### config.mk
export PLATFORM = sky130hd
export DESIGN_NAME = stream_mux_arb
export DESIGN_NICKNAME = d
export VERILOG_FILES = /design/src/rtl/stream_mux_arb.sv
export SDC_FILE = /design/constraint.sdc
export NUM_CORES = 1
export LEC_CHECK = 0
export ABC_CLOCK_PERIOD_IN_PS = 4200
export BUFFER_PORTS_ARGS = -buffer_cell sky130_fd_sc_hd__buf_2
export CAP_MARGIN = 20
export CORE_MARGIN = 2
export CORE_UTILIZATION = 41
export DETAILED_ROUTE_END_ITERATION = 7
export PLACE_DENSITY_LB_ADDON = 0.25
export SLEW_MARGIN = 5
export SYNTH_ARGS = -nofsm -noshare
export SYNTH_HDL_FRONTEND = slang
export SYNTH_SLANG_ARGS = --single-unit
### constraint.sdc
create_clock -name CLK -period 4.2 [get_ports CLK]
set_input_delay 0.63 -clock CLK [delete_from_list [all_inputs] [get_ports CLK]]
set_output_delay 0.63 -clock CLK [all_outputs]
set_load 0.05 [all_outputs]
### src/rtl/stream_mux_arb.sv
// N-input valid/ready stream mux (fixed select or round-robin) with a registered output; 1-cycle latency.
// Backpressure: a held word stalls all inputs; drain and reload happen in the same cycle.
module stream_mux_arb #(
    parameter int WIDTH = 32,
    parameter int N_IN  = 5,
    parameter int SEL_W = 3
) (
    input  logic                  CLK,
    input  logic                  RESET,
    input  logic [N_IN*WIDTH-1:0] in_data,
    input  logic [N_IN-1:0]       in_valid,
    output logic [N_IN-1:0]       in_ready,
    input  logic                  mode,
    input  logic [SEL_W-1:0]      select,
    output logic [WIDTH-1:0]      out_data,
    output logic                  out_valid,
    input  logic                  out_ready,
    output logic [SEL_W-1:0]      out_src
);

    localparam logic [SEL_W:0]   N_EXT    = (SEL_W+1)'(N_IN);
    localparam logic [SEL_W-1:0] LAST_IDX = SEL_W'(N_IN - 1);

    logic [WIDTH-1:0] ch_data [N_IN];
    logic [SEL_W-1:0] rr_ptr;
    logic [SEL_W-1:0] fx_idx;
    logic [SEL_W-1:0] rr_idx;
    logic             rr_found;
    logic [SEL_W:0]   cand;
    logic [SEL_W-1:0] grant;
    logic             grant_vld;
    logic             load_en;
    logic             xfer;

    for (genvar i = 0; i < N_IN; i++) begin : g_unpack
        assign ch_data[i] = in_data[i*WIDTH +: WIDTH];
    end

    // Out-of-range selects fold onto the last channel.
    assign fx_idx = ({1'b0, select} < N_EXT) ? select : LAST_IDX;

    // Search starts one past the last winner; one extra bit keeps the sum from wrapping before the modulo.
    always_comb begin
        rr_found = 1'b0;
        rr_idx   = '0;
        cand     = '0;
        for (int k = 1; k <= N_IN; k++) begin
            cand = {1'b0, rr_ptr} + (SEL_W+1)'(k);
            if (cand >= N_EXT) begin
                cand = cand - N_EXT;
            end
            if (!rr_found && in_valid[cand[SEL_W-1:0]]) begin
                rr_found = 1'b1;
                rr_idx   = cand[SEL_W-1:0];
            end
        end
    end

    assign grant     = mode ? rr_idx : fx_idx;
    assign grant_vld = mode ? rr_found : 1'b1;
    assign load_en   = !out_valid || out_ready;
    assign xfer      = load_en && grant_vld && in_valid[grant] && !RESET;

    always_comb begin
        in_ready = '0;
        if (load_en && grant_vld && !RESET) begin
            in_ready[grant] = 1'b1;
        end
    end

    always_ff @(posedge CLK) begin
        if (RESET) begin
            out_valid <= 1'b0;
            out_data  <= '0;
            out_src   <= '0;
            rr_ptr    <= LAST_IDX;
        end else begin
            if (load_en) begin
                out_valid <= xfer;
            end
            // Data and source only move on a real transfer; a drain without reload keeps them.
            if (xfer) begin
                out_data <= ch_data[grant];
                out_src  <= grant;
                if (mode) begin
                    rr_ptr <= grant;
                end
            end
        end
    end

endmodule

==> impl_results.md, run 1 <==
- Run status: completed
- Drt total wl: 13.82 mm
- Clock root buffer: clkbuf_8
- Post-synth EDFFs: 0
- Metal2 WL: 7.084 mm
- DRC viols: 0
- Hold depth: 2
- Metal-1 WL: 5.572 mm
- DR top layer: met4
- Critical Path Start Type: flip-flop
- Initial antenna violation count: 0
- Die Ht: 100.5 um
- Sinks on Clock Net: 39
- Footprint of the multi-input gates: 2865 um^2
- Setup ws final: 139.6 ps
- Drt first pass iters: 4
- Hold Vio Cnt, Final: 0
- CTS Hold Buffers Added: 0
- Register area: 782.0 um^2
- Crit-path max FO: 6
- Hold Path Class: flip-flop to flip-flop
- Drt wl/cell: 18.75 um
- Setup crit end kind: primary output
- R2r setup slk: 240 ps
- Die area: 10090 um^2
- Critical path arrival: 3430 ps
- Cells along the critical path: inv_1, ha_1, a21o_1, mux4_2, mux2i_1, o22a_1, mux2_4, a311o_2, a21oi_4, and2_4, buf_4
- Crit-path slowest cell: mux4_2
- Fin Clk Skew: 5.511 ps
- R2R cell count: 13
- Hold EP: out_src[1]$_SDFFE_PP0P_
- Share of synthesized registers carrying an async set or reset: 0%
- Crit path buffers/inverters: 2
- WL met3: 978 um
- Static Leak: 2.304 nW
- Gr ovfl total: 0
- PortBufs: 212
- Kind of critical path: flip-flop to primary output
- Avg Vias per Cell: 5.958
- Final instance area: 5229 um^2
- Fill cells: 858
- Placement Rows: 35
- Clock Path Buffers: 2
- Mapped Nets: 608
- DP Area: 5017 um^2
- HPWL after DPL: 10.65 mm
- Critical R2R Capture: out_data[26]$_SDFFE_PP0P_
- Required @ worst endpoint: 3570 ps
- FF-to-FF Start: rr_ptr[1]$_SDFFE_PP0P_
- Hold_sp: out_src[1]$_SDFFE_PP0P_
- Pwr Total: 5.426 mW
- DP Worst Slack: 80.93 ps
- Clock latency on the worst-skew pair: 290 ps
- Slowest stage delay, CP: 530 ps
- Slew Limit Fails: 0
- Setup TNS: 0 ps
- Syn. warnings: 0
- Total CTS buffers: 5
- Util after Layout: 57.13%
- Synth Instances: 426
- Largest net degree at the start of global routing: 40
- Syn-to-layout area delta: 37.06%
- Maximum vdd drop: 0.5401 mV
- Seq/Total Area, Yosys: 20.47%
- Slew headroom: 62.33%
- Fin crit share: 96.68%
- Top Family by Delay on Critical Path: multiplexers
- Max Fclk: 246.3 MHz
- Maxcap violations: 0
- Synthesized area: 3815 um^2
- Yosys cell types: 67
- H-tree depth: 2
- Total Routing Usage GR: 25.38%
- Worst-Margin Slew: 565.1 ps
- Top Ports: 213
- Flops & latches, synth: 39
- Clk pin slew, worst setup/hold paths: 80 ps
- Layout cells sized above 1: 54.47%
- Die Width: 100.5 um
- Diodes inserted: 0
- Post-synth top flop: dfxtp_1
- Vias: 4391
- Core area: 9153 um^2
- Initial drt markers: 210
- Syn avg cell area: 8.955 um^2
- Fin crit period: 4060 ps
- Vias in the first global route: 4188
- Antenna viol nets, final: 0
- TritonCTS clock tree: built
- Routability-driven placement congestion ratio: 0.9846
- P per Cell Area: 1038 nW/um^2
- Nets@finish: 807
- Initial Util: 41.68%
- First-pass GRT wire length: 20.64 mm
- Final setup violation count: 0
==> synthesized netlist by cell type (all sizes together) (3+ instances only) <==
cell type,number,area [um^2]
a211oi,38,430.4
a21boi,3,22.52
a21o,5,37.54
a21oi,46,234.0
a221oi,32,280.3
a22o,32,280.3
a311oi,3,26.28
a31oi,3,18.77
and2,6,42.54
and3,3,18.77
buf,13,108.9
clkbuf,32,123.9
dfxtp,39,780.8
ha,9,112.6
inv,10,37.53
mux2,39,439.2
mux2i,6,60.06
nand2,9,41.29
nand2b,6,37.54
nand3,7,35.03
nand3b,4,30.03
nand4,3,18.77
nor2,10,37.54
nor2b,8,50.05
nor3,3,20.02
nor4,3,18.77
o2111ai,3,26.28
o21a,3,22.52
o21ai,10,50.04
xnor2,3,26.28
==> worst max path at each step <==
| stage | from | endpoint | slack [ps] | cells after the start |
|---|---|---|---|---|
| 4_1_cts | rr_ptr[0]$_SDFFE_PP0P_ | in_ready[0] | 60 | 11 |
| 3_3_place_gp | rr_ptr[1]$_SDFFE_PP0P_ | out_data[31]$_SDFFE_PP0P_ | 230 | 13 |
| 6_report | rr_ptr[1]$_SDFFE_PP0P_ | in_ready[2] | 140 | 11 |
| 3_5_place_dp | rr_ptr[1]$_SDFFE_PP0P_ | out_data[31]$_SDFFE_PP0P_ | 80 | 13 |
| 2_1_floorplan | rr_ptr[1]$_SDFFE_PP0P_ | in_ready[0] | 50 | 14 |
| 5_1_grt | rr_ptr[0]$_SDFFE_PP0P_ | in_ready[0] | -6 | 14 |
==> state kept, by name (all words and copies together) (netlist names) <==
signal and cells:
out_data 32, out_src 3, out_valid 1, rr_ptr 3
==> through the flow <==
step / hold slack (ps) / instances
after floorplan: 687.2 / 426
after global placement: 460.9 / 726
after detailed placement: 472.8 / 726
after CTS: 486.5 / 734
after global routing: 520.3 / 737
final: 479.7 / 737
==> cell type report <==
type | instances | share of cell area, %
clock buffer | 5 | 1.316
clock inverter | 3 | 0.8375
inverter | 10 | 0.7179
multi-input combinational | 333 | 54.80
sequential | 39 | 14.96
tap | 111 | 2.656
timing repair buffer | 236 | 24.72
==> routing by layer <==
metal  track usage, %  vias to the layer above
li1                 -                     2116
met1            32.30                     2076
met2            43.83                      185
met3            4.577                       14
met4            7.482                        0
met5                0                        -
==> timing repair <==
action / in CTS / in global routing
setup buffers: 0 / 2
pin swaps: 0 / 4
gates resized for setup: 8 / 14
gates cloned: 0 / 1
setup endpoints to repair: 4 / 40
==> tightest hold or removal path: cells and delay by family (launching register included) <==
kind / cells / cell delay [ps]
flip-flops: 1 / 320
AND/OR/NAND/NOR: 1 / 70
AO/OA/AOI/OAI: 1 / 60
==> cell usage in the layout, fill, tap and decap left out, types with 3 or more instances in the layout <==
master / n
buf_4: 24
nand2b_1: 6
dfxtp_1: 38
nand3_1: 7
mux2i_1: 5
inv_1: 9
nor2b_1: 7
xnor2_1: 3
a311oi_1: 3
a31oi_1: 3
o21ai_1: 3
buf_2: 208
nand4_1: 3
mux2_2: 35
a211oi_2: 29
a22o_1: 32
a21o_1: 5
ha_1: 9
nor2_1: 9
buf_12: 3
nor4_1: 3
a221oi_1: 32
clkbuf_8: 5
o21ai_0: 7
mux2_1: 3
and2_4: 4
a21oi_1: 43
nand2_1: 7
a211oi_1: 9
nand3b_1: 4
==> power breakdown <==
part / leakage [nW] / switching [mW] / internal (mW) / total, mW
logic: 1.92 / 2.74 / 1.80 / 4.55
registers: 0.322 / 0.0642 / 0.494 / 0.559
clock network: 0.0581 / 0.143 / 0.177 / 0.320
total: 2.30 / 2.95 / 2.48 / 5.43
==> logic make-up (layout without fill, tap and decap cells) <==
| family | count (synthesis) | count (layout) | synth area share, % |
|---|---|---|---|
| AOI/OAI and AO/OA | 201 | 201 | 42.77 |
| xor gates and xnor gates | 3 | 3 | 0.6889 |
| DFF | 39 | 39 | 20.47 |
| and+or+nand+nor | 71 | 72 | 11.25 |
| buffers and inverters | 55 | 254 | 7.084 |
| muxes | 47 | 47 | 14.27 |
| adders and majority gates | 10 | 10 | 3.477 |
(Power assumes the default switching activity.)
==> run 2: changes to the inputs <==
--- a/config.mk
+++ b/config.mk
@@ -12,6 +12,7 @@
 export CORE_UTILIZATION = 41
 export DETAILED_ROUTE_END_ITERATION = 7
 export PLACE_DENSITY_LB_ADDON = 0.25
+export SETUP_SLACK_MARGIN = 0.15
 export SLEW_MARGIN = 5
 export SYNTH_ARGS = -nofsm -noshare
 export SYNTH_HDL_FRONTEND = slang
==> run 2 against run 1 <==
First-iteration DRC count fell by 8.6%. Setup slack got worse by 18 ps. Fmax down 0.44%. Final cell count is 1.8% higher. Flip-flop and latch count unchanged. Die area stayed put. Power rose by 11%. Combinational power up 12%. Count of clock-buffer cells in the layout increased by 1. Largest cell class unchanged. Largest power group unchanged. Highest routed layer unchanged.
==> impl_results.md, run 2 (synthesis gave the netlist of run 1 again) <==
- Run status: completed
- Fin crit share: 97.10%
- Placement Rows: 35
- Drt first pass iters: 4
- Met2 Track Usage GR: 45.17%
- PortBufs: 212
- Util after Layout: 60.78%
- Sinks on Clock Net: 39
- Crit-path max FO: 7
- Hold_ws: 475.9 ps
- Hold Path Class: flip-flop to flip-flop
- Drt wl/cell: 20.10 um
- Max FFs per register: 32
- Kind of critical path: flip-flop to primary output
- Hold_sp: out_src[0]$_SDFFE_PP0P_
- H-tree depth: 2
- Antenna viol nets, final: 0
- Die Width: 100.5 um
- Nets@finish: 817
- HPWL after DPL: 10.65 mm
- Max Fclk: 245.2 MHz
- Final setup violation count: 0
- Clock root buffer: clkbuf_8
- Top reg by flops: out_data
- DP Worst Slack: 39.88 ps
- Most used cell along the critical path: buf_8
- Worst-Margin Slew: 590.5 ps
- Required @ worst endpoint: 3570 ps
- Vias: 4610
- Clock Path Buffers: 2
- Largest net degree at the start of global routing: 40
- Met3 usage: 4.924%
- Maximum vdd drop: 0.8091 mV
- P per Cell Area: 1079 nW/um^2
- Critical path arrival: 3450 ps
- Setup ws final: 121.7 ps
- Initial drt markers: 192
- Most Used Layer, Global Route: met2
- Top Ports: 213
- Layout cells sized above 1: 60.69%
- Slew headroom: 60.63%
- Crit-path slowest cell: mux4_2
- Gr ovfl total: 0
- Vias in the first global route: 4402
- Hold Vio Cnt, Final: 0
- Avg Vias per Cell: 6.147
- Clk pin slew, worst setup/hold paths: 80 ps
- Total CTS buffers: 5
- FF-to-FF Start: rr_ptr[1]$_SDFFE_PP0P_
- Clock latency on the worst-skew pair: 290 ps
- Slew Limit Fails: 0
- Pwr Total: 6.002 mW
- Setup crit end kind: primary output
- Maxcap violations: 0
- DRC viols: 0
- TritonCTS clock tree: built
- Top flop regs: out_data: 32 flops, out_src: 3 flops, rr_ptr: 3 flops
- First-pass GRT wire length: 22.02 mm
- Commonest cells after routing, fill and taps aside: buf_2 (207), a21oi_1 (42), mux2_2 (36), dfxtp_1 (36), a22o_1 (32)
- Die area: 10090 um^2
- Slowest stage delay, CP: 540 ps
- Cells along the critical path: buf_8, ha_4, a21o_1, mux4_2, mux2i_1, o22a_1, mux2_4, a311o_2, a21oi_4, and2_4, buf_8
- CP Launch Point: rr_ptr[1]$_SDFFE_PP0P_
- Syn-to-layout area delta: 45.82%
- Static Leak: 2.408 nW
- Initial antenna violation count: 3
- RSZ-0062 raised after global routing: true
- Critical Path Start Type: flip-flop
- Fin Clk Skew: 5.959 ps
- Initial Util: 41.68%
- Commonest non-fill, non-tap cell in the layout: buf_2
- Setup TNS: 0 ps
- Grt met1 use: 34.30%
- Total Routing Usage GR: 26.86%
- Drt total wl: 15.07 mm
- Die Ht: 100.5 um
- Core area: 9153 um^2
- Routability-driven placement congestion ratio: 0.8825
- Fin crit period: 4078 ps
==> run 2: timing repair <==
| item | CTS | global route |
|---|---|---|
| endpoints found under the setup margin | 39 | 39 |
| pin swaps | 4 | 14 |
| gates cloned | 0 | 1 |
| gates resized for setup | 24 | 47 |
| setup buffers | 4 | 8 |
| hold buffers | 0 | 0 |
==> run 2: final cells by class <==
cell class,instances,area [um^2]
fill,792,3590
antenna,3,7.507
sequential,39,792.0
inverter,10,37.54
tap,111,138.9
multi-input combinational,333,3049
clock inverter,2,38.79
timing repair buffer,246,1416
clock buffer,6,82.58
==> run 2: metrics by stage <==
step / area, um^2 / instances
after detailed placement: 5034 / 726
after CTS: 5273 / 738
after global routing: 5563 / 750
after global placement: 5034 / 726
after floorplan: 3849 / 426
final: 5563 / 750
==> run 2: path summary, 6_finish.rpt <==
kind	cells after the start	slack, ps	endpoint
min	2	480	out_src[0]$_SDFFE_PP0P_
min reg2reg	2	480	out_src[0]$_SDFFE_PP0P_
max	11	120	in_ready[2]
max reg2reg	14	210	out_data[12]$_SDFFE_PP0P_
==> run 2: layer usage <==
layer	vias to the layer above	part of all wire, %	wire [um]
met5	-	0	0
met4	0	2.7	409
met3	33	7.4	1114
met2	220	51	7631
met1	2216	39	5918
li1	2141	-	-
==> run 2: worst max-delay path: cells and delay by family (launching register included) <==
family | cells | cell delay [ps]
muxes | 3 | 1100
buffers and inverters | 2 | 290
adders and majority gates | 1 | 180
DFF | 1 | 380
and+or+nand+nor | 1 | 170
AOI/OAI and AO/OA | 4 | 1030
==> run 2: power by group <==
part           switching [mW]  total (mW)  internal [mW]
sequential             0.0751       0.576          0.500
combinational            3.02        5.09           2.07
clock                   0.144       0.339          0.196
